### config.mk
export PLATFORM = sky130hd
export DESIGN_NAME = bitmap_decoder
export DESIGN_NICKNAME = d
export VERILOG_FILES = /design/src/rtl/bitmap_pkg.sv /design/src/rtl/glyph_row_match.sv /design/src/rtl/bitmap_decoder.sv
export SDC_FILE = /design/constraint.sdc
export NUM_CORES = 1
export LEC_CHECK = 0
export ABC_AREA = 1
export BUFFER_PORTS_ARGS = -buffer_cell sky130_fd_sc_hd__buf_2
export CORE_ASPECT_RATIO = 0.8
export CORE_MARGIN = 2
export CORE_UTILIZATION = 61
export DETAILED_ROUTE_END_ITERATION = 12
export HOLD_SLACK_MARGIN = 0.06
export MAX_ROUTING_LAYER = met4
export PLACE_DENSITY_LB_ADDON = 0.1
export SLEW_MARGIN = 20
export SYNTH_ARGS = -nofsm -noshare
export SYNTH_HDL_FRONTEND = slang
export SYNTH_HIERARCHICAL = 1
export SYNTH_SLANG_ARGS = --single-unit
export TNS_END_PERCENT = 100
### constraint.sdc
create_clock -name clk -period 6.7 [get_ports clk]
set_clock_uncertainty 0.2 [all_clocks]
set_input_delay 0 -clock clk [delete_from_list [all_inputs] [get_ports clk]]
set_output_delay 0 -clock clk [all_outputs]
set_load 0.1 [all_outputs]
### src/rtl/bitmap_pkg.sv
// Shared types and constants for the glyph bitmap decoder: state encoding, geometry, glyph table.
// Latency: n/a (package).  Backpressure: n/a.
// Macro BITMAP_DECODER_STRICT_EN selects full-nibble comparison; default ignores the spacer bit.
package bitmap_pkg;

    localparam int DATA_W    = 128;
    localparam int ROWS      = 8;
    localparam int ROW_W     = 16;
    localparam int ROW_IDX_W = 3;
    localparam int SLOTS     = 4;
    localparam int NIB_W     = 4;
    localparam int DIGITS    = 10;

    typedef enum logic [1:0] {
        IDLE = 2'd0,
        SCAN = 2'd1,
        DONE = 2'd2
    } state_t;

`ifdef BITMAP_DECODER_STRICT_EN
    localparam logic [NIB_W-1:0] CMP_MASK = 4'hF;
`else
    // Bit 0 is the spacer column between digits; noise there must not break a match.
    localparam logic [NIB_W-1:0] CMP_MASK = 4'hE;
`endif

    // Indexed as GLYPH_TBL[digit][row]; rows 0, 6 and 7 are blank for every digit.
    localparam logic [0:DIGITS-1][0:ROWS-1][NIB_W-1:0] GLYPH_TBL = {
        {4'h0, 4'hE, 4'hA, 4'hA, 4'hA, 4'hE, 4'h0, 4'h0},
        {4'h0, 4'h2, 4'h6, 4'hA, 4'h2, 4'h2, 4'h0, 4'h0},
        {4'h0, 4'hE, 4'h2, 4'hE, 4'h8, 4'hE, 4'h0, 4'h0},
        {4'h0, 4'hE, 4'h2, 4'h6, 4'h2, 4'hE, 4'h0, 4'h0},
        {4'h0, 4'hA, 4'hA, 4'hE, 4'h2, 4'h2, 4'h0, 4'h0},
        {4'h0, 4'hE, 4'h8, 4'hE, 4'h2, 4'hE, 4'h0, 4'h0},
        {4'h0, 4'hE, 4'h8, 4'hE, 4'hA, 4'hE, 4'h0, 4'h0},
        {4'h0, 4'hE, 4'h2, 4'h6, 4'h4, 4'h4, 4'h0, 4'h0},
        {4'h0, 4'hE, 4'hA, 4'hE, 4'hA, 4'hE, 4'h0, 4'h0},
        {4'h0, 4'hE, 4'hA, 4'hE, 4'h2, 4'hE, 4'h0, 4'h0}
    };

    // Returns {error, digit}: a unique survivor gives its digit, anything else gives 4'hF with error.
    function automatic logic [NIB_W:0] resolve_slot(input logic [DIGITS-1:0] mask);
        int               cnt;
        logic [NIB_W-1:0] dig;
        cnt = 0;
        dig = 4'hF;
        for (int d = 0; d < DIGITS; d++) begin
            if (mask[d]) begin
                cnt = cnt + 1;
                dig = NIB_W'(d);
            end
        end
        if (cnt == 1) begin
            return {1'b0, dig};
        end
        return {1'b1, 4'hF};
    endfunction

endpackage

### src/rtl/glyph_row_match.sv
// Compares one bitmap nibble against row `row` of every digit glyph, one match bit per digit.
// Latency: combinational.  Backpressure: none.
module glyph_row_match
    import bitmap_pkg::*;
(
    input  logic [NIB_W-1:0]     nibble,
    input  logic [ROW_IDX_W-1:0] row,
    output logic [DIGITS-1:0]    match
);

    always_comb begin
        match = '0;
        for (int d = 0; d < DIGITS; d++) begin
            match[d] = ((nibble ^ GLYPH_TBL[d][row]) & CMP_MASK) == '0;
        end
    end

endmodule

### src/rtl/bitmap_decoder.sv
// Decodes an 8x16 glyph bitmap into four BCD digits by eliminating candidates one row per cycle.
// Latency: start at edge 0 -> valid after edge 9.  Backpressure: start ignored while busy.
// Build option BITMAP_DECODER_STRICT_EN makes the spacer column significant in comparison.
module bitmap_decoder
    import bitmap_pkg::*;
(
    input  logic              clk,
    input  logic              rst,
    input  logic              start,
    input  logic [DATA_W-1:0] data_t,
    output logic              busy,
    output logic              valid,
    output logic [15:0]       currentTime,
    output logic [3:0]        error
);

    state_t                         state_q, state_d;
    logic [ROW_IDX_W-1:0]           row_q, row_d;
    logic [DATA_W-1:0]              data_q, data_d;
    logic [SLOTS-1:0][DIGITS-1:0]   mask_q, mask_d;
    logic                           valid_q, valid_d;
    logic [15:0]                    time_q, time_d;
    logic [3:0]                     err_q, err_d;

    logic [ROW_W-1:0]               row_word;
    logic [SLOTS-1:0][DIGITS-1:0]   match;

    assign row_word = data_q[(ROWS - 1 - int'(row_q)) * ROW_W +: ROW_W];

    for (genvar k = 0; k < SLOTS; k++) begin : g_slot
        glyph_row_match u_match (
            .nibble (row_word[ROW_W-1-NIB_W*k -: NIB_W]),
            .row    (row_q),
            .match  (match[k])
        );
    end

    always_comb begin
        state_d = state_q;
        row_d   = row_q;
        data_d  = data_q;
        mask_d  = mask_q;
        valid_d = 1'b0;
        time_d  = time_q;
        err_d   = err_q;
        case (state_q)
            IDLE: begin
                if (start) begin
                    data_d  = data_t;
                    row_d   = '0;
                    mask_d  = '1;
                    state_d = SCAN;
                end
            end
            SCAN: begin
                for (int k = 0; k < SLOTS; k++) begin
                    mask_d[k] = mask_q[k] & match[k];
                end
                row_d = row_q + 1'b1;
                if (row_q == ROW_IDX_W'(ROWS - 1)) begin
                    state_d = DONE;
                end
            end
            DONE: begin
                for (int k = 0; k < SLOTS; k++) begin
                    {err_d[SLOTS-1-k], time_d[15-NIB_W*k -: NIB_W]} = resolve_slot(mask_q[k]);
                end
                valid_d = 1'b1;
                state_d = IDLE;
            end
            default: begin
                state_d = IDLE;
            end
        endcase
    end

    always_ff @(posedge clk or posedge rst) begin
        if (rst) begin
            state_q <= IDLE;
            row_q   <= '0;
            data_q  <= '0;
            mask_q  <= '1;
            valid_q <= 1'b0;
            time_q  <= 16'hFFFF;
            err_q   <= 4'b0000;
        end else begin
            state_q <= state_d;
            row_q   <= row_d;
            data_q  <= data_d;
            mask_q  <= mask_d;
            valid_q <= valid_d;
            time_q  <= time_d;
            err_q   <= err_d;
        end
    end

    assign busy        = (state_q != IDLE);
    assign valid       = valid_q;
    assign currentTime = time_q;
    assign error       = err_q;

endmodule

==> load_flow_metrics.sql <==
INSERT INTO impl_metrics (metric_group, metric, value, unit) VALUES
('floorplanning', 'die_area', '21280', 'sq um'),
('synthesis', 'postSynthNetCount', '2023', ''),
('worst_setup_path', 'critPathBufInv', '5', ''),
('timing', 'report.final.slew_viol_count', '0', ''),
('drt', 'drt_drc_violations_left', '0', ''),
('worst_setup_path', 'critical_path_required', '6.83', 'ns'),
('worst_setup_path', 'critical_path.max_stage_delay', '0.55', 'ns'),
('worst_setup_path', 'cp-end-kind', 'flop', ''),
('timing', 'finalWorstPathRequiredPeriod', '5.959', 'ns'),
('worst_setup_path', 'timing.critical_path.mode_cell', 'sky130_fd_sc_hd__nand2_1', ''),
('clock_tree', 'clock_tree.htree_level_count', '4', ''),
('timing', 'report.final.setup_viol', '0', ''),
('timing', 'worst_margin_pin_slew', '1.070', 'ns'),
('worst_setup_path', 'cell_with_the_largest_stage_delay_on_the_worst_path', 'sky130_fd_sc_hd__dfstp_2', ''),
('place', 'detailed_place_hpwl', '21160', 'microns'),
('timing', 'max_freq', '167.8', 'MHz'),
('worst_setup_path', 'critical_path_class', 'flop to flop', ''),
('power', 'power.total', '8.332', 'mW'),
('global_route', 'grt_max_degree', '100', ''),
('global_route', 'grt_first_pass_wirelength', '53860', 'microns'),
('clock_tree', 'tritoncts', 'yes', ''),
('synthesis', 'synth.cell_area', '12280', 'sq um'),
('global_route', 'grt.total_usage', '32.34', '%'),
('synthesis', 'synthCells', '1850', ''),
('worst_setup_path', 'timing.critical_path.from_type', 'flop', ''),
('floorplanning', 'boundaryPins', '153', ''),
('clock_tree', 'clock_sinks', '162', ''),
('global_route', 'first_global_vias', '11310', ''),
('layout', 'flow.area_growth_from_synthesis', '18.72', '%'),
('min_path', 'min_path_type', 'input pin to asynchronous set/reset pin', ''),
('synthesis', 'synthesis.yosys.warnings', '6', ''),
('layout', 'post_route_cells_drive_above_1_share', '19.09', '%'),
('clock_tree', 'holdBufCountCts', '100', ''),
('clock_tree', 'clock-root-buffer', 'sky130_fd_sc_hd__clkbuf_16', ''),
('drt', 'number_of_vias_in_the_routed_layout', '12320', ''),
('clock_tree', 'clock_insertion_delay_worst_skew', '0.45', 'ns'),
('synthesis', 'synth.avg_cell_area', '6.635', 'sq um'),
('place', 'globalplace.congestion', '0.9372', ''),
('clock_tree', 'clk_transition_reported_paths', '0.08', 'ns'),
('timing', 'rsz0062_at_grt', 'false', ''),
('timing', 'finalHoldViolations', '0', ''),
('floorplanning', 'core_area', '19800', 'sq um'),
('drt', 'routedWlPerCell', '14.05', 'microns'),
('power', 'ir_drop', '0.3690', 'mV'),
('worst_setup_path', 'worst-endpoint-arrival', '6.09', 'ns'),
('timing', 'slew_headroom', '28.68', '%'),
('clock_tree', 'cts_setup_buffers', '0', ''),
('place', 'number_of_buffers_added_on_ports', '120', ''),
('timing', 'timing.final.crit_share', '88.94', '%'),
('floorplanning', 'floorplan.rows', '46', ''),
('clock_tree', 'clock_path_buffers', '2', ''),
('power', 'powerDensity', '571.7', 'nW/um^2'),
('global_route', 'initial_antenna_violation_count', '4', ''),
('power', 'leakage', '7.694', 'nW'),
('floorplanning', 'die_w', '162.6', 'microns'),
('drt', 'drt_first_pass_iters', '8', ''),
('worst_setup_path', 'critPathTopFamily', 'simple AND/OR/NAND/NOR gates', ''),
('worst_setup_path', 'rr_worst_depth', '34', ''),
('floorplanning', 'die-height', '130.9', 'microns'),
('layout', 'fillers', '1548', ''),
('drt', 'detail_route.iter0.violations', '1085', ''),
('clock_tree', 'number_of_cts_inserted_buffers', '17', ''),
('run_status', 'run_status', 'finished clean', ''),
('worst_setup_path', 'critical_path_depth', '34', ''),
('drt', 'finalWirelength', '32320', 'microns'),
('floorplanning', 'initial_utilization', '62.00', '%'),
('job', 'timing.max_cap.violations', '0', ''),
('timing', 'totalNegativeSetupSlack', '0', 'ns'),
('clock_tree', 'cts_repair_resize_count', '0', ''),
('drt', 'vias_per_cell', '5.356', ''),
('worst_setup_path', 'maximum_net_fanout_on_the_critical_path', '5', ''),
('global_route', 'overflow', '0', ''),
('layout', 'nNetsFinal', '2192', ''),
('drt', 'ant_nets', '0', '');
==> state kept, by name, indices dropped and copies added (netlist names) <==
| signal | flops |
|---|---|
| error | 4 |
| state_q | 2 |
| currentTime | 16 |
| mask_q | 40 |
| valid | 1 |
| row_q | 3 |
| data_q | 96 |
==> cell usage in the layout, fill, tap and decap left out, types with 6 or more instances in the layout <==
master	n
sky130_fd_sc_hd__xor2_1	22
sky130_fd_sc_hd__o21ai_0	140
sky130_fd_sc_hd__nand2_1	642
sky130_fd_sc_hd__o21ai_2	7
sky130_fd_sc_hd__ha_1	42
sky130_fd_sc_hd__a21oi_1	39
sky130_fd_sc_hd__inv_1	193
sky130_fd_sc_hd__a31oi_1	13
sky130_fd_sc_hd__dfrtp_1	104
sky130_fd_sc_hd__clkbuf_16	17
sky130_fd_sc_hd__inv_8	6
sky130_fd_sc_hd__nor2_1	142
sky130_fd_sc_hd__inv_2	23
sky130_fd_sc_hd__nand2_4	7
sky130_fd_sc_hd__a21oi_2	10
sky130_fd_sc_hd__clkinv_8	6
sky130_fd_sc_hd__nor2_2	9
sky130_fd_sc_hd__nor3_1	8
sky130_fd_sc_hd__nand2_2	55
sky130_fd_sc_hd__nand3_1	133
sky130_fd_sc_hd__buf_4	6
sky130_fd_sc_hd__nand3b_1	9
sky130_fd_sc_hd__nand4_1	14
sky130_fd_sc_hd__dlygate4sd3_1	100
sky130_fd_sc_hd__or2_2	17
sky130_fd_sc_hd__nand3_2	33
sky130_fd_sc_hd__dfstp_2	56
sky130_fd_sc_hd__o211ai_1	12
sky130_fd_sc_hd__buf_2	120
==> routing by layer <==
layer,track usage (%),up-vias,routed length (microns)
li1,-,6211,-
met5,-,-,0
met1,43.67,5604,14790
met4,9.943,0,883
met2,51.01,429,14760
met3,4.672,74,1879
==> worst paths after layout <==
path,end,start,slack [ns]
worst max-delay path,error[3],mask_q[1],0.74
worst min-delay path,data_q[46],rst,0.07
max in group asynchronous,row_q[0],rst,4.66
worst max register to register,error[3],mask_q[1],0.74
min in group clk,data_q[123],data_t[123],0.08
worst min register to register,data_q[21],data_q[21],0.28
==> layout make-up <==
| cell class | instances | area (sq um) | share of cell area (%) |
|---|---|---|---|
| inverter | 221 | 835.8 | 5.735 |
| antenna | 4 | 10.01 | 0.06868 |
| tap | 264 | 330.3 | 2.266 |
| multi-input combinational | 1391 | 7008 | 48.09 |
| clock inverter | 15 | 188.9 | 1.296 |
| sequential | 162 | 4129 | 28.33 |
| timing repair buffer | 226 | 1647 | 11.30 |
| clock buffer | 17 | 425.4 | 2.919 |
==> worst reg2reg max path: cells and delay by family (launching register included) <==
kind                     cells  cell delay [ns]
adder cells (fa/ha/maj)      8             2.19
AO/OA/AOI/OAI                1             0.31
AND/OR/NAND/NOR             20             2.33
flip-flops                   1             0.55
buffers and inverters        5             0.26
==> power by group <==
part | total [mW] | switching [mW] | leakage, nW | internal, mW
combinational | 5.41 | 3.64 | 5.52 | 1.77
sequential | 1.93 | 0.423 | 1.89 | 1.50
clock | 1.00 | 0.493 | 0.292 | 0.508
total | 8.33 | 4.56 | 7.69 | 3.78
==> per-stage QoR <==
stage	cells	worst slack [ns]	util, %	area, sq um	hold WS (ns)
detailed placement	2164	0.8182	65.40	12950	-0.004047
global route	2300	0.4036	73.61	14570	0.09871
global placement	2164	0.9781	65.40	12950	-0.007272
CTS	2296	0.8099	73.56	14560	0.06071
finish	2300	0.7407	73.61	14570	0.06994
floorplan	1850	1.249	-	12280	-0.09038
(Power assumes the default switching activity.)
